==> src/rtl/deglitch_ctrl_pkg.sv <==
// Shared types for the I2C deglitch filter controller.
// State encoding and I2C speed-mode constants.
package dgf_pkg;

    typedef enum logic [2:0] {
        PRESET,
        SETTLE,
        ACTIVE,
        WAIT_IDLE,
        SWITCH
    } dgf_state_t;

    typedef logic [1:0] dgf_mode_t;

    localparam dgf_mode_t MODE_SM  = 2'd0;
    localparam dgf_mode_t MODE_FM  = 2'd1;
    localparam dgf_mode_t MODE_FMP = 2'd2;
    localparam dgf_mode_t MODE_HS  = 2'd3;

    // Only high-speed mode bypasses the analog filter.
    function automatic logic mode_byp(input dgf_mode_t m);
        return m == MODE_HS;
    endfunction

endpackage

==> src/rtl/deglitch_ctrl_if.sv <==
// Mode request, status and filter-cell signal bundle.
// master = host/pad side, slave = controller.
interface deglitch_ctrl_if;
    import dgf_pkg::*;

    dgf_mode_t  mode_req;
    logic       mode_vld;
    logic       mode_ack;
    dgf_mode_t  mode_cur;
    logic       ready;
    logic       scl_out;
    logic       scl_dout;
    logic       sda_out;
    logic       sda_dout;
    logic       scl_sb;
    logic       sda_sb;
    logic       scl_byp;
    logic       sda_byp;
    logic [1:0] fault;
    logic       fault_clr;

    modport master (
        output mode_req, mode_vld, fault_clr,
        output scl_out, scl_dout, sda_out, sda_dout,
        input  mode_ack, mode_cur, ready,
        input  scl_sb, sda_sb, scl_byp, sda_byp, fault
    );

    modport slave (
        input  mode_req, mode_vld, fault_clr,
        input  scl_out, scl_dout, sda_out, sda_dout,
        output mode_ack, mode_cur, ready,
        output scl_sb, sda_sb, scl_byp, sda_byp, fault
    );

endinterface

==> src/rtl/deglitch_ctrl_line_mon.sv <==
// Per-line monitor: synchronizes a filter cell's OUT/DOUT pair
// and strobes once when they disagree for STUCK_CYC cycles.
module dgf_line_mon #(
    parameter int STUCK_CYC = 128
) (
    input  logic clk,
    input  logic rst,
    input  logic en,
    input  logic out_a,
    input  logic dout_a,
    output logic out_s,
    output logic fault_set
);

    localparam int SW = $clog2(STUCK_CYC + 1);

    logic [1:0]    out_sync;
    logic [1:0]    dout_sync;
    logic [SW-1:0] cnt;
    logic          diff;

    // two-flop synchronizers for the asynchronous cell outputs
    always_ff @(posedge clk) begin
        if (rst) begin
            out_sync  <= '0;
            dout_sync <= '0;
        end else begin
            out_sync  <= {out_sync[0], out_a};
            dout_sync <= {dout_sync[0], dout_a};
        end
    end

    assign out_s = out_sync[1];
    assign diff  = out_sync[1] ^ dout_sync[1];

    // saturating run length of consecutive OUT != DOUT cycles
    always_ff @(posedge clk) begin
        if (rst || !en || !diff) begin
            cnt <= '0;
        end else if (cnt != SW'(STUCK_CYC)) begin
            cnt <= cnt + SW'(1);
        end
    end

    // fires on the single cycle the run reaches STUCK_CYC
    assign fault_set = en && diff && (cnt == SW'(STUCK_CYC - 1));

endmodule

==> src/rtl/deglitch_ctrl.sv <==
// Sequencer for the SCL/SDA analog deglitch filter cells.
// Optional macro DEGLITCH_CTRL_FAULT_BYP_EN: a faulted line is forced into bypass.
module deglitch_ctrl
    import dgf_pkg::*;
#(
    parameter int PRESET_CYC = 4,
    parameter int SETTLE_CYC = 64,
    parameter int IDLE_CYC   = 16,
    parameter int STUCK_CYC  = 128,
    parameter int CNT_W      = 8
) (
    input  logic            clk,
    input  logic            rst,
    deglitch_ctrl_if.slave  bus
);

    dgf_state_t       state;
    logic [CNT_W-1:0] cnt;
    logic             pend;
    dgf_mode_t        pend_mode;
    dgf_mode_t        mode_q;
    logic             byp_q;
    logic             from_sw;
    logic             ack_q;
    logic             ready_q;
    logic             sb_q;
    logic [1:0]       fault_q;
    logic             scl_s;
    logic             sda_s;
    logic             scl_set;
    logic             sda_set;
    logic             mon_en;

    assign mon_en = (state == ACTIVE) || (state == WAIT_IDLE);

    dgf_line_mon #(.STUCK_CYC(STUCK_CYC)) u_scl_mon (
        .clk       (clk),
        .rst       (rst),
        .en        (mon_en),
        .out_a     (bus.scl_out),
        .dout_a    (bus.scl_dout),
        .out_s     (scl_s),
        .fault_set (scl_set)
    );

    dgf_line_mon #(.STUCK_CYC(STUCK_CYC)) u_sda_mon (
        .clk       (clk),
        .rst       (rst),
        .en        (mon_en),
        .out_a     (bus.sda_out),
        .dout_a    (bus.sda_dout),
        .out_s     (sda_s),
        .fault_set (sda_set)
    );

    // preset/settle sequencing, request latch and idle-gated mode switch
    always_ff @(posedge clk) begin
        if (rst) begin
            state     <= PRESET;
            cnt       <= '0;
            pend      <= 1'b0;
            pend_mode <= MODE_SM;
            mode_q    <= MODE_SM;
            byp_q     <= 1'b0;
            from_sw   <= 1'b0;
            ack_q     <= 1'b0;
            ready_q   <= 1'b0;
            sb_q      <= 1'b0;
        end else begin
            ack_q <= 1'b0;
            unique case (state)
                PRESET: begin
                    if (cnt == CNT_W'(PRESET_CYC - 1)) begin
                        state <= SETTLE;
                        cnt   <= '0;
                        sb_q  <= 1'b1;
                    end else begin
                        cnt <= cnt + CNT_W'(1);
                    end
                end
                SETTLE: begin
                    if (cnt == CNT_W'(SETTLE_CYC - 1)) begin
                        state   <= ACTIVE;
                        cnt     <= '0;
                        ready_q <= 1'b1;
                        ack_q   <= from_sw;
                        from_sw <= 1'b0;
                    end else begin
                        cnt <= cnt + CNT_W'(1);
                    end
                end
                ACTIVE: begin
                    if (pend) begin
                        if (pend_mode == mode_q) begin
                            ack_q <= 1'b1;
                            pend  <= 1'b0;
                        end else begin
                            state <= WAIT_IDLE;
                            cnt   <= '0;
                        end
                    end
                end
                WAIT_IDLE: begin
                    if (!(scl_s && sda_s)) begin
                        cnt <= '0;
                    end else if (cnt == CNT_W'(IDLE_CYC - 1)) begin
                        state   <= SWITCH;
                        cnt     <= '0;
                        mode_q  <= pend_mode;
                        byp_q   <= mode_byp(pend_mode);
                        pend    <= 1'b0;
                        from_sw <= 1'b1;
                        ready_q <= 1'b0;
                        sb_q    <= 1'b0;
                    end else begin
                        cnt <= cnt + CNT_W'(1);
                    end
                end
                SWITCH: begin
                    if (cnt == CNT_W'(PRESET_CYC - 1)) begin
                        state <= SETTLE;
                        cnt   <= '0;
                        sb_q  <= 1'b1;
                    end else begin
                        cnt <= cnt + CNT_W'(1);
                    end
                end
                default: begin
                    state <= PRESET;
                    cnt   <= '0;
                    sb_q  <= 1'b0;
                end
            endcase
            // a fresh strobe always wins over any clear above
            if (bus.mode_vld) begin
                pend      <= 1'b1;
                pend_mode <= bus.mode_req;
            end
        end
    end

    // sticky per-line fault; a set in the clearing cycle survives
    always_ff @(posedge clk) begin
        if (rst) begin
            fault_q <= '0;
        end else begin
            fault_q <= (bus.fault_clr ? 2'b00 : fault_q) | {sda_set, scl_set};
        end
    end

    assign bus.scl_sb   = sb_q;
    assign bus.sda_sb   = sb_q;
    assign bus.ready    = ready_q;
    assign bus.mode_ack = ack_q;
    assign bus.mode_cur = mode_q;
    assign bus.fault    = fault_q;

`ifdef DEGLITCH_CTRL_FAULT_BYP_EN
    assign bus.scl_byp = byp_q | fault_q[0];
    assign bus.sda_byp = byp_q | fault_q[1];
`else
    assign bus.scl_byp = byp_q;
    assign bus.sda_byp = byp_q;
`endif

endmodule

==> src/flat_wrapper.sv <==
// flat-port wrapper written by rule: the top's interface ports become plain ports
module deglitch_ctrl_flat import dgf_pkg::*;
#(
    parameter int PRESET_CYC = 4,
    parameter int SETTLE_CYC = 64,
    parameter int IDLE_CYC   = 16,
    parameter int STUCK_CYC  = 128,
    parameter int CNT_W      = 8
)
  (clk, rst, bus_mode_req, bus_mode_vld, bus_fault_clr, bus_scl_out, bus_scl_dout, bus_sda_out, bus_sda_dout, bus_mode_ack, bus_mode_cur, bus_ready, bus_scl_sb, bus_sda_sb, bus_scl_byp, bus_sda_byp, bus_fault);
  deglitch_ctrl_if bus_i ();
  input  logic clk;
  input  logic rst;
  input wire logic [$bits(bus_i.mode_req)-1:0] bus_mode_req;
  input wire logic [$bits(bus_i.mode_vld)-1:0] bus_mode_vld;
  input wire logic [$bits(bus_i.fault_clr)-1:0] bus_fault_clr;
  input wire logic [$bits(bus_i.scl_out)-1:0] bus_scl_out;
  input wire logic [$bits(bus_i.scl_dout)-1:0] bus_scl_dout;
  input wire logic [$bits(bus_i.sda_out)-1:0] bus_sda_out;
  input wire logic [$bits(bus_i.sda_dout)-1:0] bus_sda_dout;
  output wire logic [$bits(bus_i.mode_ack)-1:0] bus_mode_ack;
  output wire logic [$bits(bus_i.mode_cur)-1:0] bus_mode_cur;
  output wire logic [$bits(bus_i.ready)-1:0] bus_ready;
  output wire logic [$bits(bus_i.scl_sb)-1:0] bus_scl_sb;
  output wire logic [$bits(bus_i.sda_sb)-1:0] bus_sda_sb;
  output wire logic [$bits(bus_i.scl_byp)-1:0] bus_scl_byp;
  output wire logic [$bits(bus_i.sda_byp)-1:0] bus_sda_byp;
  output wire logic [$bits(bus_i.fault)-1:0] bus_fault;
  assign bus_i.mode_req = bus_mode_req;
  assign bus_i.mode_vld = bus_mode_vld;
  assign bus_i.fault_clr = bus_fault_clr;
  assign bus_i.scl_out = bus_scl_out;
  assign bus_i.scl_dout = bus_scl_dout;
  assign bus_i.sda_out = bus_sda_out;
  assign bus_i.sda_dout = bus_sda_dout;
  assign bus_mode_ack = bus_i.mode_ack;
  assign bus_mode_cur = bus_i.mode_cur;
  assign bus_ready = bus_i.ready;
  assign bus_scl_sb = bus_i.scl_sb;
  assign bus_sda_sb = bus_i.sda_sb;
  assign bus_scl_byp = bus_i.scl_byp;
  assign bus_sda_byp = bus_i.sda_byp;
  assign bus_fault = bus_i.fault;
  deglitch_ctrl #(.PRESET_CYC(PRESET_CYC), .SETTLE_CYC(SETTLE_CYC), .IDLE_CYC(IDLE_CYC), .STUCK_CYC(STUCK_CYC), .CNT_W(CNT_W)) u_core (.clk(clk), .rst(rst), .bus(bus_i));
endmodule
==> config.mk <==
export PLATFORM = sky130hd
export DESIGN_NAME = deglitch_ctrl_flat
export DESIGN_NICKNAME = d
export VERILOG_FILES = /design/src/rtl/deglitch_ctrl_pkg.sv /design/src/rtl/deglitch_ctrl_if.sv /design/src/rtl/deglitch_ctrl_line_mon.sv /design/src/rtl/deglitch_ctrl.sv /design/src/flat_wrapper.sv
export SDC_FILE = /design/constraint.sdc
export NUM_CORES = 1
export LEC_CHECK = 0
export ABC_AREA = 1
export CORE_ASPECT_RATIO = 1.5
export CORE_UTILIZATION = 45
export CTS_BUF_LIST = sky130_fd_sc_hd__clkbuf_8
export DETAILED_ROUTE_END_ITERATION = 10
export PLACE_DENSITY_LB_ADDON = 0.08
export SLEW_MARGIN = 20
export SYNTH_ARGS = -nofsm -noshare
export SYNTH_HDL_FRONTEND = slang
export SYNTH_HIERARCHICAL = 1
export SYNTH_SLANG_ARGS = --single-unit
==> constraint.sdc <==
create_clock -name clk -period 1.9 [get_ports clk]
set_input_delay 0.38 -clock clk [delete_from_list [all_inputs] [get_ports clk]]
set_output_delay 0.38 -clock clk [all_outputs]
set_load 0.02 [all_outputs]
### Yosys cells after proc, flatten, opt, wreduce, memory -nomap -nowiden

Index checks and enable logic that the tools add are counted.
W data, S select, Z words.

* register bits: 47
* logic and storage cells: 101

* bitwise gates (word level): 4
* equality and inequality tests: 21
* muxes and demuxes: 33
* add/sub/neg operators: 3
* reductions and logical operators: 23

Operator list (count)
* $mux W8: 6
* $pmux W8 S4: 1
* $add A8 B1 Y8 const B: 3
* $mux W3: 6
* $eq A8 B7 Y1 const B: 2
* $ne A8 B8 Y1 const B: 2
* $mux W1: 13
* $pmux W3 S4: 1
* $eq A8 B2 Y1 const B: 1
* $eq A8 B4 Y1 const B: 1
* $eq A8 B6 Y1 const B: 1
* $pmux W1 S2: 4
* $reduce_and A4 Y1: 2
* $eq A3 B2 Y1 const B: 2
* $ne A2 B1 Y1 const B: 3
* $ne A2 B2 Y1 const B: 3
* $ne A3 B3 Y1 const B: 2
* $reduce_and A3 Y1: 2
* $reduce_and A6 Y1: 1
* $logic_and A1 B1 Y1: 5
* $logic_or A1 B1 Y1: 4
* $reduce_or A2 Y1: 2
* $eq A3 B1 Y1 const B: 1
* $eq A3 B3 Y1 const B: 1
* other kinds (12): 15

### Longest topological paths before layout

Gate-level depths: netlist of run 1.

* depth in word-level cells: 5
* mapped depth: 10

### By module

The synthesis of run 1 kept the hierarchy.

By module, submodules not included
* deglitch_ctrl: instances 1, area each 1320.0 µm², cells an instance 188
* dgf_line_mon: instances 2, area each 584.3 µm², cells an instance 84

### Least setup slack after synthesis of run 1

Ideal clock, no wire load.

* kind: register -> register
* start: register u_core.cnt[0]
* end: register u_core.cnt[6]
* cell stages (with the launch flop): 9
* required time: 1.786 ns
* path buffers: 0
* path slack: 0.543 ns
* arrival: 1.244 ns
* setup time: 0.114 ns
* path through: dfxtp_1 ha_1 nand2_1 nor2_1 nand3_1 nand2_2 nand3_2 a21oi_1 nor2_1

* word-level cells in the longest chain between the ends: 4
* elaborated cells on any way between the ends: 9

RTL lines
* start, declared: line deglitch_ctrl.sv:18 `logic [CNT_W-1:0] cnt;`
* start signal, assigned: line deglitch_ctrl.sv:78 `cnt <= cnt + CNT_W'(1);`
* start signal, assigned: line deglitch_ctrl.sv:89 `cnt <= cnt + CNT_W'(1);`
* start signal, assigned: line deglitch_ctrl.sv:116 `cnt <= cnt + CNT_W'(1);`
* $add A8 B1 Y8 or $eq A8 B4 Y1 (tied branches)
* $mux W8: line deglitch_ctrl.sv:106 `end else if (cnt == CNT_W'(IDLE_CYC - 1)) begin`
* $mux W8: line deglitch_ctrl.sv:104 `if (!(scl_s && sda_s)) begin`
* $pmux W8 S4 *: line deglitch_ctrl.sv:71 `unique case (state)`

Every way passes the cells marked *; elsewhere a longest branch is shown, timed or not.
A chain may end at the register's enable or synchronous reset.

### Final worst setup path of run 1

* start: register u_core.byp_q (netlist: u_core/bus.scl_byp)
* end: output bus_sda_byp

RTL lines
* start, declared: line deglitch_ctrl.sv:22 `logic byp_q;`
* start signal, assigned: line deglitch_ctrl.sv:110 `byp_q <= mode_byp(pend_mode);`
* end, declared: line flat_wrapper.sv:27 `output wire logic [$bits(bus_i.sda_byp)-1:0] bus_sda_byp;`

No word-level cell between the ends.

==> results of run 1 <==
-- cells in the final DEF, fill, tap and decap left out --
master | netlist | layout
a21oi_1 | 18 | 18
a21oi_2 | 3 | 3
buf_4 | 2 | 2
bufinv_16 | 0 | 2
clkbuf_8 | 0 | 5
clkdlybuf4s50_1 | 0 | 19
clkinv_1 | 3 | 3
dfxtp_1 | 47 | 47
ha_1 | 5 | 5
inv_1 | 49 | 50
inv_2 | 5 | 5
nand2_1 | 87 | 87
nand2_2 | 6 | 6
nand2_4 | 3 | 3
nand3_1 | 24 | 24
nand3_2 | 9 | 9
nand3b_1 | 1 | 1
nand4_1 | 6 | 6
nor2_1 | 46 | 46
nor2_2 | 15 | 15
nor2_4 | 4 | 4
nor3_1 | 2 | 2
nor3b_1 | 2 | 2
nor3b_2 | 2 | 2
o211ai_1 | 1 | 1
o21ai_0 | 6 | 6
o21ai_1 | 1 | 1
o21ai_4 | 1 | 1
o21bai_1 | 2 | 2
xnor2_1 | 2 | 2
xor2_1 | 2 | 2
-- logic make-up (layout without fill, tap and decap cells) --
logic type               after synthesis  count (layout)  share of synthesized area, %
adder cells (fa/ha/maj)                5               5                          2.51
AND/OR/NAND/NOR                      207             207                          40.8
XOR/XNOR                               4               4                          1.41
buffers and inverters                 61              86                          9.85
flip-flops                            47              47                          37.8
AO/OA/AOI/OAI                         32              32                          7.64
-- where the power goes --
group	internal [mW]	leakage [nW]	total (mW)	switching, mW
registers	1.06	0.382	1.14	0.0764
logic	0.328	0.744	0.899	0.570
clock network	0.520	0.0695	0.844	0.324
-- layout make-up --
cell class                      count  area, um2
Inverter                           57        214
Fill cell                         546       2360
Multi-Input combinational cell    248       1300
Tap cell                           68       85.1
Sequential cell                    47        941
Clock buffer                        5       68.8
Clock inverter                      3       63.8
Timing Repair Buffer               21        205
-- worst max-delay path by stage --
| stage | cells past startpoint | from | slack, ps | to |
|---|---|---|---|---|
| after floorplan | 8 | u_core/cnt[0] | 540 | u_core/cnt[6] |
| after global placement | 4 | rst | 320 | u_core/bus.mode_cur[0] |
| after detailed placement | 4 | rst | 270 | u_core/bus.scl_byp |
| after CTS | 1 | u_core/bus.scl_byp | 220 | bus_scl_byp |
| after global routing | 1 | u_core/bus.mode_cur[0] | 200 | bus_mode_cur[0] |
| final | 1 | u_core/bus.scl_byp | 250 | bus_sda_byp |
-- metrics by stage --
step | hold WS, ps | power (mW) | setup slack, ps | area (um2)
2_1_floorplan | 388 | 1.86 | 543 | 2490
3_3_place_gp | 395 | 2.06 | 321 | 2750
3_5_place_dp | 398 | 2.07 | 274 | 2750
4_1_cts | 403 | 2.92 | 224 | 2880
5_1_grt | 416 | 3.08 | 203 | 2880
6_report | 398 | 2.88 | 246 | 2880
-- state kept, by name, indices dropped and copies added, names as in the netlist, 2 cells and up --
| register | flops |
|---|---|
| u_core/u_sda_mon/out_sync | 2 |
| u_core/cnt | 8 |
| u_core/u_sda_mon/cnt | 8 |
| u_core/bus.mode_cur | 2 |
| u_core/state | 3 |
| u_core/bus.fault | 2 |
| u_core/pend_mode | 2 |
| u_core/u_sda_mon/dout_sync | 2 |
| u_core/u_scl_mon/dout_sync | 2 |
| u_core/u_scl_mon/out_sync | 2 |
| u_core/u_scl_mon/cnt | 8 |
-- routing by layer --
layer | share of wire, % | GRT usage (%) | wire (um) | up-vias
met3 | 3.0 | 3.41 | 146 | 4
met2 | 54 | 35.7 | 2660 | 29
met1 | 42 | 19.5 | 2030 | 971
met5 | 0 | 0 | 0 | -
met4 | 1.2 | 6.98 | 57 | 0
li1 | - | - | - | 1155
==> reports/qor.txt, run 1 <==
Mapped Cells: 356
hold crit path type: reg2reg
CORE AREA: 5250 um2
status: finished clean
Hold Path Cell Cnt: 2
R2R depth: 8
flops & latches, synth: 47
vias in the first global route: 2018
Max Root-Sink Buffers: 2
syn nets: 371
critical path launch point type: flop
crit-path cells: clkdlybuf4s50_1
PostCTS Resize Cnt: 0
synthesis warning total: 6
VDD IR-drop max: 0.608 mV
Port Buffers: 19
DRT Pass-1 Iters: 4
Final Slew Violations: 0
r2r startpoint: u_core/cnt[0]
largest stage delay on the critical path: 610 ps
Critical R2R Capture: u_core/cnt[6]
post-synthesis cell area: 2490 um2
Setup Buffers After CTS: 0
Final GP Congestion: 0.803
Total Routing Usage GR: 18.5%
Critical Path AT: 1270 ps
Post-DRT Antenna Nets: 0
Mean Syn Cell Area: 6.99 um2
Worst Path Max Fanout: 3
number of synthesized flops with an enable pin: 0
first-pass GRT wire length: 8570 um
clock-pin slew on the worst setup and hold paths: 90 ps
DRC: 0
std cell rows: 32
DR vias/cell: 4.81
top_reg_cell synth: dfxtp_1
Root Buffer: clkbuf_8
Synth area leaders: dfxtp_1 38%, nand2_1 13%, inv_1 7.4%
DP HPWL: 3880 um
Fin Setup TNS: 0 ps
Post-synth ARST share: 0%
most frequent cell after synthesis: nand2_1
post-synthesis sequential area ratio: 37.8%
Hold Buf Count CTS: 0
worst-skew pair later-pin latency: 300 ps
unrepaired setup endpoints after global routing: no
final setup fails: 0
H-tree Lvls: 2
nets: 395
CTS tree: built
die outline height: 93.1 um
placed insts: 441
MaxCap Viol Count: 0
die area: 5840 um2
Sink Count: 47
Worst setup EP type: output pin
post-layout min period: 1650 ps
average routed wire per standard cell: 10.9 um
Pleak: 1.20 nW
Max Freq: 605 MHz
Hold Path End: u_core/u_scl_mon/dout_sync[1]
Area growth syn-to-layout: 15.7%
Non-Filler Instances: 449
layout cells sized above 1: 15.0%
CP Data Required Time: 1520 ps
Cell variety after synth: 30
Pwr Density: 1000 nW/um2
critical path class: reg2out
final hold vios: 0
WP buf/inv: 1
Worst R2R Setup Slack: 340 ps
period utilisation layout: 87.0%
Crit-path slowest cell: clkdlybuf4s50_1
I/O Pins: 20
Max-slew headroom: 70.1%
hold wc startpoint: u_core/u_scl_mon/dout_sync[0]
final core occ: 54.9%
share of the synthesized area in the top cell type: 37.8%
Initial Util: 47.4%
DR iter-0 viols: 51
largest net degree at the start of global routing: 15
Die X-Extent: 62.7 um
Setup Skew: 11.5 ps
cell taking the most area after synthesis: dfxtp_1
Antenna diodes: 0
initial antenna violation count: 0
GRT Residual Overflow: 0
worst slew pin tran: 448 ps
TritonCTS Buffers: 5
Routed WL: 4900 um
Via Count: 2159
Synth top cells by count: 87 x nand2_1, 49 x inv_1, 47 x dfxtp_1
CP top delay family: buffers and inverters
Note: power is estimated with default switching activity, not from simulation.
==> run 2: changes to the inputs <==
- HOLD_SLACK_MARGIN: not set -> 0.05
==> results of run 2 <==
No change in the layout: final DEF, timing and power equal those of run 1.
==> run 3: changes to the inputs <==
- CORE_UTILIZATION: 45 -> 40
- CTS_BUF_LIST: sky130_fd_sc_hd__clkbuf_8 -> sky130_fd_sc_hd__clkbuf_16
- clock period: 1.9 -> 1.72 ns (I/O delays scaled with it)
==> run 3 against run 2 <==
- power up 21%
- sequential share of layout area down 0.76 points
- register-to-register slack worse by 80 ps
- clock-buffer cell count unchanged
- largest cell class unchanged
- largest power group unchanged
==> reports/qor.txt, run 3 (same netlist as run 1, synthesis figures left out) <==
status: finished clean
Setup Buffers After CTS: 0
Crit path depth: 1
TritonCTS Buffers: 5
Clock power frac: 34.9%
Critical R2R Capture: u_core/cnt[6]
CP top delay family: buffers and inverters
vias in the first global route: 2108
final hold vios: 0
Port Buffers: 19
Total Routing Usage GR: 17.3%
DP HPWL: 3910 um
period utilisation layout: 92.0%
unrepaired setup endpoints after global routing: no
Internal: 2.38 mW
Worst Path Max Fanout: 3
GRT Residual Overflow: 0
WP buf/inv: 1
PostCTS Resize Cnt: 0
CP Data Required Time: 1380 ps
std cell rows: 34
final instance area: 2950 um2
initial antenna violation count: 0
DRT Pass-1 Iters: 4
critical path launch point type: flop
DR iter-0 viols: 100
placed insts: 446
post-layout min period: 1580 ps
worst setup margin: 137 ps
largest stage delay on the critical path: 610 ps
Non-Filler Instances: 454
CTS tree: built
final setup fails: 0
Post-DRT Antenna Nets: 0
Root Buffer: clkbuf_16
nets: 396
die area: 6550 um2
DR vias/cell: 4.75
H-tree Lvls: 2
Largest regs: u_core/cnt x8, u_core/u_scl_mon/cnt x8, u_core/u_sda_mon/cnt x8
Max Freq: 632 MHz
Fin Setup TNS: 0 ps
crit-path cells: clkdlybuf4s50_1
R2R depth: 8
critical path class: reg2out
first-pass GRT wire length: 8820 um
worst-skew pair later-pin latency: 280 ps
sw frac: 31.7%
I/O Pins: 20
Final GP Congestion: 0.786
Combinational Power Share: 29.1%
CORE AREA: 5910 um2
Worst Setup EP: bus_mode_cur[0]
Crit-path slowest cell: clkdlybuf4s50_1
Routed WL: 4950 um
Hold Buf Count CTS: 0
Antenna diodes: 0
clock-pin slew on the worst setup and hold paths: 60 ps
register share of total power: 36.0%
Worst R2R Setup Slack: 260 ps
switching power: 1.10 mW
hold crit path type: reg2reg
Setup Slack @ Placement: 180 ps
Pleak: 1.23 nW
post-placement cell area: 2760 um2
Max Root-Sink Buffers: 2
Via Count: 2156
Critical Path AT: 1240 ps
most frequent cells in the layout: 87 x nand2_1, 50 x inv_1, 47 x dfxtp_1
r2r startpoint: u_core/cnt[1]
Final Slew Violations: 0
Die X-Extent: 66.4 um
Worst setup EP type: output pin
crit path from: u_core/bus.mode_cur[0]
die outline height: 98.6 um
Sink Count: 47
Pwr Density: 1180 nW/um2
Max-slew headroom: 70.8%
layout cells sized above 1: 15.2%
average routed wire per standard cell: 10.9 um
MaxCap Viol Count: 0
most common cell after layout, fill and taps aside: nand2_1
worst slew pin tran: 437 ps
Initial Util: 42.1%
DRC: 0
Setup Skew: 3.41 ps
Area growth syn-to-layout: 18.5%
VDD IR-drop max: 0.669 mV
largest net degree at the start of global routing: 15
==> run 3: how the worst min path moves through the flow <==
| stage | from | end | slack [ps] | depth (start not counted) |
|---|---|---|---|---|
| final | u_core/u_sda_mon/out_sync[0] | u_core/u_sda_mon/out_sync[1] | 400 | 2 |
| after global routing | u_core/u_scl_mon/dout_sync[0] | u_core/u_scl_mon/dout_sync[1] | 410 | 2 |
| after floorplan | u_core/u_scl_mon/dout_sync[0] | u_core/u_scl_mon/dout_sync[1] | 390 | 2 |
| after detailed placement | u_core/u_sda_mon/dout_sync[0] | u_core/u_sda_mon/dout_sync[1] | 400 | 2 |
| after global placement | u_core/u_scl_mon/dout_sync[0] | u_core/u_scl_mon/dout_sync[1] | 400 | 2 |
| after CTS | u_core/u_sda_mon/dout_sync[0] | u_core/u_sda_mon/dout_sync[1] | 410 | 2 |
==> run 3: power by group through the flow <==
stage,sequential [mW],combinational [mW],clock [mW]
global route,1.27,1.14,1.29
floorplan,1.28,0.775,0
CTS,1.25,1.02,1.25
global placement,1.28,1.02,0
finish,1.25,1.01,1.21
detailed placement,1.28,1.02,0
==> run 3: cell type report <==
cell class                      instances  area, um2
Clock buffer                            5        125
Clock inverter                          3       63.8
Fill cell                             623       2960
Inverter                               57        214
Multi-Input combinational cell        248       1300
Sequential cell                        47        941
Tap cell                               72       90.1
Timing Repair Buffer                   22        213
==> run 3: per-layer routing <==
metal	GRT usage (%)	wire, um	part of all wire [%]	vias to the layer above
li1	-	-	-	1154
met1	18.5	2040	41	972
met2	33.2	2710	55	25
met3	2.55	130	2.6	5
met4	5.40	71	1.4	0
met5	0	0	0	-
==> run 3: per-stage QoR <==
stage	hold WS, ps	power [mW]	util (%)
floorplan	388	2.06	-
global placement	403	2.30	46.7
detailed placement	398	2.30	46.7
CTS	406	3.52	49.9
global route	413	3.70	49.9
finish	403	3.48	49.9
